### config.mk
export PLATFORM = sky130hd
export DESIGN_NAME = ped_request_ctrl_flat
export DESIGN_NICKNAME = d
export VERILOG_FILES = /design/src/rtl/traffic_pkg.sv /design/src/rtl/ped_request_ctrl_if.sv /design/src/rtl/ped_request_ctrl_btn_debounce.sv /design/src/rtl/ped_request_ctrl.sv /design/src/flat_wrapper.sv
export SDC_FILE = /design/constraint.sdc
export NUM_CORES = 1
export LEC_CHECK = 0
export ABC_AREA = 1
export ABC_CLOCK_PERIOD_IN_PS = 2150
export CAP_MARGIN = 40
export CORE_ASPECT_RATIO = 0.75
export CORE_UTILIZATION = 61
export CTS_CLUSTER_SIZE = 24
export DETAILED_ROUTE_END_ITERATION = 6
export GPL_TIMING_DRIVEN = 0
export PLACE_DENSITY = 0.79
export SLEW_MARGIN = 10
export SYNTH_ARGS = -nofsm -noshare
export SYNTH_HDL_FRONTEND = slang
export SYNTH_HIERARCHICAL = 1
export SYNTH_SLANG_ARGS = --single-unit
### constraint.sdc
create_clock -name clk50M -period 2.15 [get_ports clk50M]
set_clock_uncertainty 0.2 [all_clocks]
set_input_delay 0.43 -clock clk50M [delete_from_list [all_inputs] [get_ports clk50M]]
set_output_delay 0.43 -clock clk50M [all_outputs]
set_load 0.02 [all_outputs]
### src/rtl/traffic_pkg.sv
// Shared types and board timing constants for the traffic-light controller.
package traffic_pkg;

    localparam int CLK_HZ              = 50_000_000;
    localparam int DEF_DEBOUNCE_CYCLES = CLK_HZ / 50;   // 20 ms
    localparam int DEF_HOLDOFF_CYCLES  = CLK_HZ * 10;   // 10 s

    typedef enum logic [1:0] {
        IDLE     = 2'd0,
        PENDING  = 2'd1,
        COOLDOWN = 2'd2
    } ped_state_t;

endpackage

### src/rtl/ped_request_ctrl_if.sv
// Pedestrian request link between the button conditioning stage and the state stage.
interface ped_request_ctrl_if;
    import traffic_pkg::*;

    // ped_req is a level held high until the state stage pulses ack for one cycle;
    // ack is only honoured while ped_req is high, and the request drops on that edge.
    logic       btn_n;
    logic       ack;
    logic       ped_req;
    logic       btn_level;
    logic       press_ignored;
    logic [1:0] ped_state;

    modport master (
        output btn_n,
        output ack,
        input  ped_req,
        input  btn_level,
        input  press_ignored,
        input  ped_state
    );

    modport slave (
        input  btn_n,
        input  ack,
        output ped_req,
        output btn_level,
        output press_ignored,
        output ped_state
    );

endinterface

### src/rtl/ped_request_ctrl_btn_debounce.sv
// Two-flop synchronizer plus stable-count debouncer for an active-low key; emits a
// clean pressed level and a one-cycle press pulse.
module btn_debounce
    import traffic_pkg::*;
#(
    parameter int DEBOUNCE_CYCLES = DEF_DEBOUNCE_CYCLES,
    parameter int DW              = $clog2(DEBOUNCE_CYCLES + 1)
) (
    input  logic i_clk,
    input  logic i_rst,
    input  logic i_btn_n,
    output logic o_level,
    output logic o_press
);

    logic          r_s1;
    logic          r_s2;
    logic          r_stable;
    logic [DW-1:0] r_cnt;
    logic          r_level_d;
    logic          w_level;

    // r_stable holds the active-low debounced level, so pressed is its inverse.
    assign w_level = ~r_stable;
    assign o_level = w_level;
    assign o_press = w_level & ~r_level_d;

    always_ff @(posedge i_clk) begin
        if (i_rst) begin
            r_s1      <= 1'b1;
            r_s2      <= 1'b1;
            r_stable  <= 1'b1;
            r_cnt     <= '0;
            r_level_d <= 1'b0;
        end else begin
            r_s1      <= i_btn_n;
            r_s2      <= r_s1;
            r_level_d <= w_level;
            if (r_s2 == r_stable) begin
                r_cnt <= '0;
            end else if (r_cnt == DW'(DEBOUNCE_CYCLES - 1)) begin
                r_stable <= r_s2;
                r_cnt    <= '0;
            end else begin
                r_cnt <= r_cnt + DW'(1);
            end
        end
    end

endmodule

### src/rtl/ped_request_ctrl.sv
// Latches a debounced pedestrian press into ped_req until acked, then blocks new
// requests for a hold-off window.
module ped_request_ctrl
    import traffic_pkg::*;
#(
    parameter int DEBOUNCE_CYCLES = DEF_DEBOUNCE_CYCLES,
    parameter int HOLDOFF_CYCLES  = DEF_HOLDOFF_CYCLES,
    parameter int CW              = $clog2(HOLDOFF_CYCLES + 1),
    parameter int DW              = $clog2(DEBOUNCE_CYCLES + 1)
) (
    input  logic               clk50M,
    input  logic               Reset,
    ped_request_ctrl_if.slave  bus
);

    // A zero hold-off still needs a one-bit counter to keep the logic legal.
    localparam int CNT_W = (CW > 0) ? CW : 1;

    ped_state_t       r_state;
    ped_state_t       w_state_next;
    logic [CNT_W-1:0] r_cool;
    logic [CNT_W-1:0] w_cool_next;
    logic             r_ped_req;
    logic             r_press_ignored;
    logic             w_ignore;
    logic             w_level;
    logic             w_press;

    btn_debounce #(
        .DEBOUNCE_CYCLES (DEBOUNCE_CYCLES),
        .DW              (DW)
    ) u_btn_debounce (
        .i_clk   (clk50M),
        .i_rst   (Reset),
        .i_btn_n (bus.btn_n),
        .o_level (w_level),
        .o_press (w_press)
    );

    assign bus.ped_req       = r_ped_req;
    assign bus.btn_level     = w_level;
    assign bus.press_ignored = r_press_ignored;
    assign bus.ped_state     = r_state;

    always_ff @(posedge clk50M) begin
        if (Reset) begin
            r_state         <= IDLE;
            r_cool          <= '0;
            r_ped_req       <= 1'b0;
            r_press_ignored <= 1'b0;
        end else begin
            r_state         <= w_state_next;
            r_cool          <= w_cool_next;
            r_ped_req       <= (w_state_next == PENDING);
            r_press_ignored <= w_ignore;
        end
    end

    always_comb begin
        w_state_next = r_state;
        w_cool_next  = r_cool;
        w_ignore     = 1'b0;
        case (r_state)
            IDLE: begin
                if (w_press) begin
                    w_state_next = PENDING;
                end
            end
            PENDING: begin
                // ack beats a coincident press, which is reported as discarded.
                if (bus.ack) begin
                    w_ignore = w_press;
                    if (HOLDOFF_CYCLES == 0) begin
                        w_state_next = IDLE;
                    end else begin
                        w_state_next = COOLDOWN;
                        w_cool_next  = CNT_W'(HOLDOFF_CYCLES);
                    end
                end
            end
            COOLDOWN: begin
                w_ignore = w_press;
                if (r_cool <= CNT_W'(1)) begin
                    w_state_next = IDLE;
                    w_cool_next  = '0;
                end else begin
                    w_cool_next = r_cool - CNT_W'(1);
                end
            end
            default: begin
                w_state_next = IDLE;
                w_cool_next  = '0;
            end
        endcase
    end

endmodule
### src/flat_wrapper.sv
// flat-port wrapper written by rule: the top's interface ports become plain ports
module ped_request_ctrl_flat import traffic_pkg::*;
#(
    parameter int DEBOUNCE_CYCLES = DEF_DEBOUNCE_CYCLES,
    parameter int HOLDOFF_CYCLES  = DEF_HOLDOFF_CYCLES,
    parameter int CW              = $clog2(HOLDOFF_CYCLES + 1),
    parameter int DW              = $clog2(DEBOUNCE_CYCLES + 1)
)
  (clk50M, Reset, bus_btn_n, bus_ack, bus_ped_req, bus_btn_level, bus_press_ignored, bus_ped_state);
  ped_request_ctrl_if bus_i ();
  input  logic clk50M;
  input  logic Reset;
  input wire logic [$bits(bus_i.btn_n)-1:0] bus_btn_n;
  input wire logic [$bits(bus_i.ack)-1:0] bus_ack;
  output wire logic [$bits(bus_i.ped_req)-1:0] bus_ped_req;
  output wire logic [$bits(bus_i.btn_level)-1:0] bus_btn_level;
  output wire logic [$bits(bus_i.press_ignored)-1:0] bus_press_ignored;
  output wire logic [$bits(bus_i.ped_state)-1:0] bus_ped_state;
  assign bus_i.btn_n = bus_btn_n;
  assign bus_i.ack = bus_ack;
  assign bus_ped_req = bus_i.ped_req;
  assign bus_btn_level = bus_i.btn_level;
  assign bus_press_ignored = bus_i.press_ignored;
  assign bus_ped_state = bus_i.ped_state;
  ped_request_ctrl #(.DEBOUNCE_CYCLES(DEBOUNCE_CYCLES), .HOLDOFF_CYCLES(HOLDOFF_CYCLES), .CW(CW), .DW(DW)) u_core (.clk50M(clk50M), .Reset(Reset), .bus(bus_i));
endmodule
==> impl_metrics.yaml, run 1 <==
timing:
  timing.fmax_mhz: 478
  finalMaxSlewViolations: 0
  period_minus_slack_ns: 2.09
  finalCritPeriodShare_pct: 97.4
  grt_setup_unrepaired: "true"
  setup_violations: 0
  final_hold_viol_count: 0
  slew_headroom_pct: 67.2
  fin_setup_tns_ns: 0
  timing_worst_slew_pin_value_ns: 0.491
  layout_setup_ws_ns: 0.0559
drt:
  first_pass_iters: 5
  wl_per_cell_um: 13.5
  drc: 0
  ant_nets: 0
  via_count: 3090
  wl_um: 7660
  vias_per_cell: 5.44
  drt_iter0_markers: 369
synthesis:
  synthTopCellsByArea: "dfxtp_1 35%, nand2_1 12%, nor2_1 10%"
  syn_area_per_cell_um2: 6.85
  ys.flop_type: "dfxtp_1"
  synth_top_area_share_pct: 35.2
  async_flop_share_pct: 0
  synth_edf_count: 0
  netlist_instances: 473
  synth_top_area_cell: "dfxtp_1"
  synth_area_um2: 3240
  seq_area_frac_synth_pct: 35.2
  synth_cell_types: 34
  syn_nets: 484
  synth_seq_cells: 57
  synth_warnings: 6
cells_and_area:
  final_cell_mix: "102 x nand2_1, 90 x nor2_1, 57 x dfxtp_1"
  drive_gt1_share_pct: 13.7
  final_common_cell: "nand2_1"
  antenna_cells: 0
  area_growth_pct: 11.8
  nNetsFinal: 503
placement:
  place_hpwl_um: 5670
  gp_congestion: 0.912
  dp_slack_ns: -0.296
  port_buffers: 8
setup_path:
  crit_top_cell: "inv_1"
  max_stage_delay_ns: 0.43
  r2r_cells: 8
  slowest_stage: "dfxtp_1"
  rr_startpoint: "u_core/bus.ped_state[1]"
  cp_cell_sequence: "inv_1 > ha_1 > inv_1 > o21ai_4 > nor2_1 > clkbuf_4 > nand3_1 > a21oi_1"
  cp-start-kind: "flip-flop"
  end_kind: "flip-flop"
  worstPathMaxFanout: 10
  crit_arrival_ns: 2.17
  startpoint: "u_core/bus.ped_state[1]"
  cp.required_ns: 2.23
  r2r_slack_ns: 0.06
  r2r_end: "u_core/r_cool[26]"
  critical_path_class: "reg -> reg"
pwr:
  ir_worst_vdd_v: 0.000481
  power_uw: 2060
  powerDensity_nw_per_um2: 569
  leakage_uw: 0.00155
floorplan:
  die_area_um2: 5610
  ios: 9
  die_w_um: 86.1
  rows: 22
  die_h_um: 65.1
  core_um2: 5010
  start_util_pct: 64.6
cts:
  numCtsBuffers: 9
  insertion_delay_ns: 0.35
  clockBufferDepth: 2
  cts_root_buffer: "clkbuf_8"
  clkSinkCount: 57
  clkTransAtPathRegs_ns: 0.07
  htreeDepth: 3
  cts_tree: "built"
grt:
  grt_usage_pct: 29.9
  antenna_found_initial: 0
  grt_pass1_vias: 2763
  grt_max_degree: 11
  grt_pass1_wl_um: 12700
  grt_overflow: 0
run_status:
  status: "finished clean"
hold_path:
  hp-start: "u_core/u_btn_debounce/r_s1"
  min_to: "u_core/u_btn_debounce/r_s2"
  hold_class: "reg -> reg"
  whs_path_depth: 1
job:
  drv_cap: 0
[through the flow]
step                      hold slack [ns]  util (%)  std cells  cell area [um^2]
after floorplan                     0.189         -        473              3240
after global placement              0.200      68.0        553              3410
after detailed placement            0.211      68.0        553              3410
after CTS                           0.231      72.1        568              3610
after global routing                0.250      72.3        568              3620
final                               0.225      72.3        568              3620
[report_power, final]
part           switching (uW)  leakage, uW  internal (uW)  total, uW
sequential               1.37     0.000459           1060       1060
combinational            23.3     0.000996           14.1       37.4
clock                     443    0.0000909            521        964
total                     468      0.00155           1590       2060
[synth_stat cells, types with 5 or more instances]
library cell and number:
a21oi_1 26, dfxtp_1 57, ha_1 7, inv_1 42, nand2_1 102, nand3_1 34, nand4_1 11, nor2_1 90
nor2_2 16, nor3_1 5, o21ai_0 10, xnor2_1 10, xor2_1 14
[routing by layer]
| metal | vias to the layer above | track usage [%] | wire length (um) |
|---|---|---|---|
| li1 | 1541 | - | - |
| met1 | 1391 | 43.7 | 3730 |
| met2 | 149 | 42.3 | 3060 |
| met3 | 9 | 9.05 | 824 |
| met4 | 0 | 8.13 | 54 |
| met5 | - | 0 | 0 |
[worst max path at each step]
| stage | to | cells past startpoint |
|---|---|---|
| floorplan | u_core/r_cool[16] | 8 |
| global placement | u_core/r_cool[10] | 6 |
| detailed placement | u_core/r_cool[26] | 6 |
| CTS | u_core/r_cool[26] | 8 |
| global route | u_core/r_cool[15] | 10 |
| finish | u_core/r_cool[26] | 8 |
[critical path, delay by kind of cell (launching register included)]
kind                     cells  cell delay, ns
buffers and inverters        3            0.52
flip-flops                   1            0.43
AND/OR/NAND/NOR              2            0.39
AO/OA/AOI/OAI                2            0.26
adder cells (fa/ha/maj)      1            0.21
[cell type report]
class                           count  area [um^2]
Tap cell                           72         90.1
Fill cell                         442         1390
Clock inverter                      6         60.1
Sequential cell                    57         1140
Buffer                              8         61.3
Inverter                           46          173
Clock buffer                        9          124
Timing Repair Buffer                9         87.6
Multi-Input combinational cell    361         1880
[logic make-up (layout without fill, tap and decap cells)]
group | after synthesis | after routing | synth area share, %
flip-flops | 57 | 57 | 35.2
AO/OA/AOI/OAI | 44 | 44 | 7.53
XOR/XNOR | 24 | 24 | 6.49
AND/OR/NAND/NOR | 286 | 286 | 40.8
adder cells (fa/ha/maj) | 7 | 7 | 2.70
buffers and inverters | 55 | 78 | 7.19
[flip-flops by register name (all words and copies together), names as in the netlist]
signal                           flops
u_core/bus.ped_req                   1
u_core/bus.ped_state                 2
u_core/bus.press_ignored             1
u_core/r_cool                       29
u_core/u_btn_debounce/r_cnt         20
u_core/u_btn_debounce/r_level_d      1
u_core/u_btn_debounce/r_s1           1
u_core/u_btn_debounce/r_s2           1
u_core/u_btn_debounce/r_stable       1
[what timing repair did]
action / CTS / global route
buffers inserted: 0 / 1
pin swaps: 0 / 1
setup endpoints to repair: 13 / 17
gates resized for setup: 5 / 2
hold buffers: 0 / 0
Power figures use the tool's default switching activity.
==> run 2: changes to the inputs <==
--- a/config.mk
+++ b/config.mk
@@ -14,6 +14,7 @@
 export DETAILED_ROUTE_END_ITERATION = 6
 export GPL_TIMING_DRIVEN = 0
 export PLACE_DENSITY = 0.79
+export SKIP_CTS_REPAIR_TIMING = 1
 export SLEW_MARGIN = 10
 export SYNTH_ARGS = -nofsm -noshare
 export SYNTH_HDL_FRONTEND = slang
==> impl_metrics.yaml, run 2 (synthesis gave the netlist of run 1 again) <==
setup_path:
  r2r_cells: 9
  cp-start-kind: "flip-flop"
  worstPathMaxFanout: 10
  critical_path_class: "reg -> reg"
  rr_startpoint: "u_core/bus.ped_state[1]"
  cp.required_ns: 2.23
  r2r_end: "u_core/r_cool[4]"
  end_kind: "flip-flop"
  crit_arrival_ns: 2.16
  r2r_slack_ns: 0.07
placement:
  place_hpwl_um: 5670
  dp_slack_ns: -0.296
  gp_congestion: 0.912
  port_buffers: 8
hold_path:
  hp-start: "u_core/u_btn_debounce/r_s1"
  hold_class: "reg -> reg"
  whs_path_depth: 1
  min_to: "u_core/u_btn_debounce/r_s2"
drt:
  ant_nets: 0
  drc: 0
  first_pass_iters: 5
  drt_iter0_markers: 401
  via_count: 3120
  wl_per_cell_um: 13.6
  vias_per_cell: 5.47
  wl_um: 7720
cts:
  cts_tree: "built"
  clockBufferDepth: 2
  clkTransAtPathRegs_ns: 0.07
  numCtsBuffers: 9
  insertion_delay_ns: 0.35
  clkSinkCount: 57
  htreeDepth: 3
  cts_root_buffer: "clkbuf_8"
timing:
  slew_headroom_pct: 68.0
  setup_violations: 0
  period_minus_slack_ns: 2.08
  timing_worst_slew_pin_value_ns: 0.480
  final_hold_viol_count: 0
  finalMaxSlewViolations: 0
  timing.fmax_mhz: 480
  fin_setup_tns_ns: 0
  finalCritPeriodShare_pct: 96.8
  layout_setup_ws_ns: 0.0682
floorplan:
  core_um2: 5010
  ios: 9
  rows: 22
  die_w_um: 86.1
  start_util_pct: 64.6
  die_h_um: 65.1
  die_area_um2: 5610
cells_and_area:
  area_growth_pct: 12.5
  largest_register_ffs: 29
  antenna_cells: 0
  drive_gt1_share_pct: 14.5
  final_cell_mix: "102 x nand2_1, 88 x nor2_1, 57 x dfxtp_1"
  regMostFlops: "u_core/r_cool"
  nNetsFinal: 505
  final_common_cell: "nand2_1"
grt:
  grt_pass1_wl_um: 12700
  grt_overflow: 0
  grt_pass1_vias: 2758
  grt_usage_pct: 29.8
  antenna_found_initial: 0
  grt_max_degree: 11
job:
  drv_cap: 0
pwr:
  powerDensity_nw_per_um2: 564
  ir_worst_vdd_v: 0.000482
  leakage_uw: 0.00156
run_status:
  status: "finished clean"
## run 2: routing by layer
layer | vias to the layer above | GRT usage [%] | wire [um]
li1 | 1543 | - | -
met4 | 0 | 8.13 | 71
met3 | 13 | 9.05 | 950
met5 | - | 0 | 0
met1 | 1406 | 43.6 | 3650
met2 | 158 | 42.2 | 3050
## run 2: final cells by class
cell class / instances / area [um^2]
Multi-Input combinational cell: 361 / 1890
Inverter: 46 / 173
Timing Repair Buffer: 10 / 95.1
Fill cell: 439 / 1370
Clock buffer: 9 / 124
Sequential cell: 57 / 1140
Clock inverter: 6 / 60.1
Buffer: 9 / 70.1
Tap cell: 72 / 90.1
## run 2: report_power, final
group,switching (uW),internal (uW)
clock,437,521
combinational,22.8,14.1
sequential,1.34,1060
## run 2: critical path, cell delays in order (launching register included)
cell and delay [ns]:
dfxtp_1 0.36, inv_1 0.10, ha_2 0.26, inv_2 0.07, o21ai_4 0.33, inv_2 0.19
nand2_2 0.14, nand2_4 0.07, buf_8 0.16, a21oi_2 0.12
## run 2: how the worst max path moves through the flow
stage | from | to | slack, ns
final | u_core/bus.ped_state[1] | u_core/r_cool[4] | 0.07
after global routing | u_core/bus.ped_state[1] | u_core/r_cool[5] | -0.03
after CTS | u_core/bus.ped_state[1] | u_core/r_cool[26] | -0.20
after detailed placement | bus_ack | u_core/r_cool[26] | -0.30
after global placement | bus_ack | u_core/r_cool[10] | -0.22
after floorplan | u_core/bus.ped_state[1] | u_core/r_cool[16] | 0.15
## run 2: stage by stage
| step | cell area (um^2) | std cells | hold WS, ns | util, % | total power, uW |
|---|---|---|---|---|---|
| global placement | 3410 | 553 | 0.200 | 68.0 | 1120 |
| floorplan | 3240 | 473 | 0.189 | - | 1110 |
| CTS | 3590 | 568 | 0.231 | 71.7 | 2070 |
| global route | 3640 | 570 | 0.250 | 72.7 | 2120 |
| detailed placement | 3410 | 553 | 0.211 | 68.0 | 1120 |
| finish | 3640 | 570 | 0.225 | 72.7 | 2050 |
